### src/rtl/cpu_types_pkg.sv
// Shared CPU/RAM types for the multicore memory path: word type, RAM handshake
// state, arbiter FSM state and the core-index width helper.
package cpu_types_pkg;
  localparam int WORD_W   = 32;
  localparam int CPUS_DEF = 2;

  typedef logic [WORD_W-1:0] word_t;

  typedef enum logic [1:0] {
    FREE   = 2'd0,
    BUSY   = 2'd1,
    ACCESS = 2'd2,
    ERROR  = 2'd3
  } ramstate_t;

  typedef enum logic {
    IDLE  = 1'b0,
    GRANT = 1'b1
  } arb_state_t;

  // a single core still needs a 1-bit index
  function automatic int cpuid_w(input int n);
    return (n > 1) ? $clog2(n) : 1;
  endfunction

  localparam int CPUID_W = cpuid_w(CPUS_DEF);
endpackage

### src/rtl/rr_picker.sv
// Combinational round-robin selector: first set request bit at or after i_ptr,
// searching upward with wrap-around.
module rr_picker #(
  parameter int CPUS  = 2,
  parameter int IDX_W = 1
) (
  input  logic [CPUS-1:0]  i_req,
  input  logic [IDX_W-1:0] i_ptr,
  output logic             o_vld,
  output logic [IDX_W-1:0] o_idx
);
  logic [IDX_W-1:0] w_cand;

  // walk offsets from far to near so the nearest requester is the last write
  always_comb begin
    o_vld  = 1'b0;
    o_idx  = '0;
    w_cand = '0;
    for (int i = CPUS - 1; i >= 0; i--) begin
      w_cand = IDX_W'((int'(i_ptr) + i) % CPUS);
      if (i_req[w_cand]) begin
        o_vld = 1'b1;
        o_idx = w_cand;
      end
    end
  end
endmodule

### src/rtl/multicore_memory_arbiter.sv
// Registered round-robin arbiter between per-core I/D cache ports and one RAM.
// Data beats instruction within a core; a dropped request aborts the grant.
module multicore_memory_arbiter
  import cpu_types_pkg::*;
#(
  parameter int CPUS   = 2,
  parameter int ADDR_W = 32
) (
  input  logic                         CLK,
  input  logic                         nRST,
  input  logic [CPUS-1:0]              iREN,
  input  logic [CPUS-1:0][ADDR_W-1:0]  iaddr,
  input  logic [CPUS-1:0]              dREN,
  input  logic [CPUS-1:0]              dWEN,
  input  logic [CPUS-1:0][ADDR_W-1:0]  daddr,
  input  logic [CPUS-1:0][ADDR_W-1:0]  dstore,
  output logic [CPUS-1:0]              iwait,
  output logic [CPUS-1:0]              dwait,
  output logic [CPUS-1:0][ADDR_W-1:0]  iload,
  output logic [CPUS-1:0][ADDR_W-1:0]  dload,
  output logic [ADDR_W-1:0]            ramaddr,
  output logic [ADDR_W-1:0]            ramstore,
  output logic                         ramREN,
  output logic                         ramWEN,
  input  logic [ADDR_W-1:0]            ramload,
  input  ramstate_t                    ramstate
);
  localparam int IDX_W = cpuid_w(CPUS);

  arb_state_t       r_state;
  logic [IDX_W-1:0] r_grant_cpu;
  logic             r_grant_is_d;
  logic             r_grant_is_wr;
  logic [IDX_W-1:0] r_rr_ptr;

  logic [CPUS-1:0]  w_req;
  logic             w_sel_vld;
  logic [IDX_W-1:0] w_sel;
  logic             w_grant;
  logic             w_access;
  logic             w_live;
  logic [IDX_W-1:0] w_next_ptr;

  assign w_req = iREN | dREN | dWEN;

  rr_picker #(.CPUS(CPUS), .IDX_W(IDX_W)) u_pick (
    .i_req (w_req),
    .i_ptr (r_rr_ptr),
    .o_vld (w_sel_vld),
    .o_idx (w_sel)
  );

  assign w_grant  = (r_state == GRANT);
  assign w_access = w_grant && (ramstate == ACCESS);

  // the request line that must stay high for the grant to survive
  always_comb begin
    w_live = iREN[r_grant_cpu];
    if (r_grant_is_wr)     w_live = dWEN[r_grant_cpu];
    else if (r_grant_is_d) w_live = dREN[r_grant_cpu];
  end

  assign w_next_ptr = (r_grant_cpu == IDX_W'(CPUS - 1)) ? '0 : r_grant_cpu + 1'b1;

  always_ff @(posedge CLK or negedge nRST) begin
    if (!nRST) begin
      r_state       <= IDLE;
      r_grant_cpu   <= '0;
      r_grant_is_d  <= 1'b0;
      r_grant_is_wr <= 1'b0;
      r_rr_ptr      <= '0;
    end else if (r_state == IDLE) begin
      if (w_sel_vld) begin
        r_state       <= GRANT;
        r_grant_cpu   <= w_sel;
        r_grant_is_d  <= dREN[w_sel] | dWEN[w_sel];
        r_grant_is_wr <= dWEN[w_sel];
      end
    end else begin
      if (ramstate == ACCESS) begin
        r_state  <= IDLE;
        r_rr_ptr <= w_next_ptr;
      end else if (!w_live) begin
        r_state <= IDLE;
      end
    end
  end

  assign ramREN   = w_grant & ~r_grant_is_wr;
  assign ramWEN   = w_grant &  r_grant_is_wr;
  assign ramaddr  = !w_grant     ? '0 :
                    r_grant_is_d ? daddr[r_grant_cpu] : iaddr[r_grant_cpu];
  assign ramstore = (w_grant && r_grant_is_wr) ? dstore[r_grant_cpu] : '0;

  for (genvar c = 0; c < CPUS; c++) begin : g_core
    logic w_hit;
    assign w_hit    = w_access && (r_grant_cpu == IDX_W'(c));
    assign iwait[c] = ~(w_hit && !r_grant_is_d);
    assign dwait[c] = ~(w_hit &&  r_grant_is_d);
    assign iload[c] = (w_hit && !r_grant_is_d) ? ramload : '0;
    assign dload[c] = (w_hit && r_grant_is_d && !r_grant_is_wr) ? ramload : '0;
  end
endmodule
### config.mk
export PLATFORM = sky130hd
export DESIGN_NAME = multicore_memory_arbiter
export DESIGN_NICKNAME = d
export VERILOG_FILES = /design/src/rtl/cpu_types_pkg.sv /design/src/rtl/rr_picker.sv /design/src/rtl/multicore_memory_arbiter.sv
export SDC_FILE = /design/constraint.sdc
export NUM_CORES = 1
export LEC_CHECK = 0
export CAP_MARGIN = 10
export CORE_AREA = 2 2 170 172
export DETAILED_ROUTE_END_ITERATION = 10
export DIE_AREA = 0 0 172 174
export PLACE_DENSITY_LB_ADDON = 0.1
export RECOVER_POWER = 25
export SYNTH_ARGS = -nofsm -noshare
export SYNTH_HDL_FRONTEND = slang
export SYNTH_SLANG_ARGS = --single-unit
### constraint.sdc
create_clock -name CLK -period 1.71 [get_ports CLK]
set_input_delay 0.171 -clock CLK [delete_from_list [all_inputs] [get_ports CLK]]
set_output_delay 0.171 -clock CLK [all_outputs]
set_load 0.03 [all_outputs]
==> key figures <==
Status
  • Status: finished, violations left
  • Violated checks: setup timing

GRT
  • All-Layer GR Usage: 0.108
  • Initial antenna violation count: 0
  • GRT met3 Usage: 0.0337
  • Global route overflow: 0
  • First-pass GRT wire length: 25300 µm
  • Routing usage on met2: 0.224
  • Largest net degree at the start of global routing: 39
  • Routing usage on met1: 0.102
  • Busiest grt layer: met2
  • Vias in the first global route: 4625

Power
  • Proportion of power drawn by the clock network: 0.038
  • Logic gate share of total power: 0.932
  • Sw frac: 0.459
  • Internal power: 5350 µW
  • Pleak: 0.00366 µW
  • Fraction of power consumed by sequential logic: 0.030
  • PD cells: 1170 mW/mm²
  • Max IR drop VDD: 0.000733 V
  • Sw power: 4530 µW

Detailed routing
  • Via Count: 4356
  • Initial DRC Count: 64
  • Vias per inst: 3.71
  • Final wirelength: 19700 µm
  • Residual DRC: 0
  • Drt first pass iters: 4
  • Post-detailed-route count of antenna-violating nets: 0
  • Routed WL per cell: 16.8 µm

Yosys
  • Seq/Total Area, Yosys: 0.0449
  • Net count after synthesis: 571
  • Synth Cell Area: 0.00279 mm²
  • Post-synth top area share: 0.359
  • Yosys synthesis warning count: 0
  • Yosys top cell by area: and2_1
  • Yosys cell types: 31
  • Cell count after synthesis: 337
  • Synth area leaders: and2_1 (36%), mux4_2 (26%), mux2i_1 (12%)
  • Syn_area_per_cell: 8.28 µm²
  • Post-synthesis register bit count: 5

Final layout
  • Leading cell type in the layout, fill and taps excluded: clkdlybuf4s50_1
  • Layout cells sized above 1: 0.473
  • Nets: 1023
  • Area grow syn2layout: 202%
  • Highest-count cells in the layout ignoring fill and taps: clkdlybuf4s50_1 (230), buf_4 (106), buf_6 (101)
  • Fin cells: 1173
  • Final core occ: 0.299

STA
  • Unrepaired setup endpoints after global routing: true
  • Rel. slew slack: 0.751
  • Slew Limit Fails: 0
  • TNS Setup: -30220 ps
  • Fin. Hold Viols: 0
  • Minimum clock period: 1980 ps
  • Setup ws final: -272 ps
  • Fin Clk Skew: 1.81 ps
  • Count of final setup violators: 185
  • Actual slew at the worst max-slew pin: 373 ps
  • Fmax: 504 MHz
  • Fin crit share: 1.16

Clock network
  • TritonCTS clock tree: yes
  • Clk_lat worst skew: 220 ps
  • Sink Count: 5
  • Clock edge transition at the registers on the reported setup and hold paths: 30 ps
  • TritonCTS buffer count: 3
  • Clock Tree Buf Depth: 2
  • # H-tree levels: 1
  • Root buffer cell: clkbuf_16

Die
  • Die width: 172 µm
  • Die area: 0.0299 mm²
  • Core Box Area: 0.0282 mm²
  • # IOs: 432
  • # rows: 62
  • Die Y: 174 µm
  • Starting Density: 0.0988

Worst setup path
  • Worst setup endpoint: ramaddr[28]
  • CP Max Fanout: 8
  • Startpoint Class: flop
  • Worst EP required: 1540 ps
  • Crit Path Category: reg2out
  • Crit end category: output port
  • Worst flop-to-flop path endpoint: r_state$_DFF_PN0_
  • Worst reg2reg path depth: 5
  • Crit path DAT: 1810 ps
  • Reg2reg setup slack: 160 ps
  • RR Startpoint: r_grant_cpu$_DFFE_PN0P_
  • Setup crit start: r_grant_cpu$_DFFE_PN0P_

Place
  • Hpwl dp: 14900 µm
  • IO Port Bufs: 431
  • Placed Cells: 1140
  • RD Place Congestion: 0.757

Run
  • Max_cap viols: 0

Min path
  • Hold crit path type: in2async
sequential cells by signal, summed over array words and instances (netlist names):
name and flops:
r_rr_ptr 1, r_grant_is_d 1, r_grant_is_wr 1, r_grant_cpu 1, r_state 1
worst max-delay path, cell delays in order (launching register included):
cell and delay, ps:
dfrtp_4 520, buf_12 170, buf_6 100, mux4_2 470
and2_4 180, buf_6 130
power by group through the flow:
stage	logic [µW]	registers, µW	clock network [µW]
detailed placement	7630	301	0
finish	9200	299	376
global placement	7610	298	0
CTS	7830	307	384
global route	9740	314	394
floorplan	4550	231	0
stage by stage:
stage	worst slack, ps	hold WS [ps]	power, µW	cell area (µm²)
floorplan	57.4	-125	4780	2790
global placement	-409	432	7910	7370
detailed placement	-416	438	7930	7370
CTS	-384	202	8520	7600
global route	-330	281	10400	8430
finish	-272	262	9880	8440
Yosys cell counts:
cell / count
nor2_1: 38
inv_1: 5
nor2b_2: 1
nor3_1: 2
and3_1: 2
or2_4: 1
a2111oi_4: 1
nand2b_4: 1
or3_1: 1
a21oi_1: 3
dfrtp_1: 5
nor2b_1: 1
inv_2: 1
clkbuf_2: 9
mux2i_1: 34
o311ai_0: 1
nand2_1: 4
buf_2: 3
clkbuf_1: 10
nand3_1: 2
a41o_1: 1
nor3_4: 1
buf_12: 1
mux4_2: 32
o31ai_1: 1
buf_6: 6
and2_1: 160
buf_4: 3
nor4_4: 1
a31oi_1: 1
o21ai_0: 5
logic make-up (layout without fill, tap and decap cells):
family,count (synthesis),after routing,synth area share
multiplexers,66,66,0.380
buffers and inverters,38,489,0.0825
AO/OA/AOI/OAI,13,13,0.0359
AND/OR/NAND/NOR,215,215,0.456
flip-flops,5,5,0.0449
other,0,1,0
what timing repair did:
action | in CTS | in global routing
buffers inserted | 6 | 12
pin swaps | 0 | 20
setup endpoints to repair | 191 | 192
hold buffers | 0 | 0
resized for setup | 142 | 249
gates cloned | 0 | 10
per-layer routing:
layer,part of all wire,wire (µm)
met1,0.35,6910
met2,0.54,10700
met3,0.10,1980
met4,0.0079,155
met5,0,0
worst min-delay path by stage:
| stage | startpoint | to | slack (ps) |
|---|---|---|---|
| after global placement | nRST | r_grant_is_wr$_DFFE_PN0P_ | 430 |
| final | nRST | r_grant_is_wr$_DFFE_PN0P_ | 260 |
| after floorplan | nRST | r_grant_cpu$_DFFE_PN0P_ | -120 |
| after global routing | nRST | r_grant_is_wr$_DFFE_PN0P_ | 280 |
| after detailed placement | nRST | r_grant_is_wr$_DFFE_PN0P_ | 440 |
| after CTS | nRST | r_grant_is_wr$_DFFE_PN0P_ | 200 |
layout make-up:
type | instances | area (µm²)
well taps | 384 | 480
diodes | 1 | 2.50
repair buffers | 479 | 5060
fillers | 3044 | 19800
clock buffers | 4 | 78.8
inverters | 6 | 22.5
multi-input cells | 294 | 2660
flip-flops and latches | 5 | 130
Note: power is estimated with default switching activity, not from simulation.
==> edit (config.mk and constraints unchanged) <==
Reset style: synchronous (`nRST`), changed in one clocked block.
--- a/src/rtl/multicore_memory_arbiter.sv
+++ b/src/rtl/multicore_memory_arbiter.sv
@@ -63,5 +63,5 @@
   assign w_next_ptr = (r_grant_cpu == IDX_W'(CPUS - 1)) ? '0 : r_grant_cpu + 1'b1;
 
-  always_ff @(posedge CLK or negedge nRST) begin
+  always_ff @(posedge CLK) begin
     if (!nRST) begin
       r_state       <= IDLE;
Check against the original RTL: differs if nRST is asserted again (counterexample within 4 cycles, from zero or initial values and one cycle with nRST low); with nRST held inactive, the same outputs for 4 cycles.
==> edit against the original RTL <==
The run still ends with negative setup slack left; routed wire length grew 7.9%; hold slack better by 0.38 ns; sequential cell count did not move; worst setup slack better by 0.0045 ns; synthesized area down 3.0%; final area grew 9.4%; non-clock buffer count grew 35; critical endpoint is now dload[18].
Power is left out: it rests on default switching activity, and per cell area and clock period it moved more than threefold.
==> edit: results <==
set metrics [dict create \
    outcome "finished, violations left" \
    violations "negative setup slack" \
    antenna_found_initial 3 \
    cp_top_family "simple AND/OR/NAND/NOR gates" \
    wl_met2_um 11400 \
    skew_ns 0.00287 \
    setup_tns_ns -25.25 \
    synth_cells 335 \
    synth_flop_cell "dfxtp_1" \
    synth_nets 569 \
    place.gp.congestion 0.770 \
    n_fill_cell 3006 \
    utilization 0.327 \
    synthArstFlopShare 0 \
    grt_pass1_vias 5004 \
    vias 4559 \
    drt-met1-wl_um 7660 \
    finalSetupViolCount 189 \
    place_inst 1154 \
    dp_hpwl_um 15300 \
    synthDistinctLibCells 27 \
    drive_gt1_frac 0.602 \
    viasPerCell 3.78 \
    grt_first_pass_wirelength_um 29200 \
    cp_slowest_stage_delay_ns 0.38 \
    synth_area_leaders "and2_1 37%, mux4_2 27%, mux2i_1 12%" \
    detail_route.wl_per_cell_um 17.6 \
    synthTopCellsByCount "162 x and2_1, 37 x nor2_1, 33 x mux2i_1, 33 x mux4_2, 16 x clkbuf_1" \
    synth-compound-area-share 0.0310 \
    setup_ws_ns -0.268 \
]
## edit: layout make-up
type | instances | area share
Tap cell | 384 | 0.0521
Clock buffer | 4 | 0.00854
Sequential cell | 5 | 0.0119
Antenna cell | 1 | 0.000271
Timing Repair Buffer | 514 | 0.614
Inverter | 4 | 0.00244
Multi-Input combinational cell | 295 | 0.311
## edit: worst paths after layout
| kind | start | to | slack, ns | cells after the start |
|---|---|---|---|---|
| worst max-delay path | r_grant_cpu | dload[18] | -0.27 | 7 |
| worst min-delay path | nRST | r_grant_is_wr | 0.64 | 2 |
| worst max register to register | r_grant_cpu | r_state | 0.04 | 9 |
| worst min register to register | r_grant_is_wr | r_state | 0.66 | 2 |
## edit: what timing repair did
item                       CTS  global route
setup endpoints to repair  192           196
setup buffers               40             3
gates resized for setup    468            76
gates cloned                11             7
pin swaps                    9             8
## edit: routing by layer
layer  global-route usage  vias up
li1                     -     2133
met1                0.135     2148
met3               0.0323       13
met4               0.0196        0
met2                0.253      265
met5                    0        -
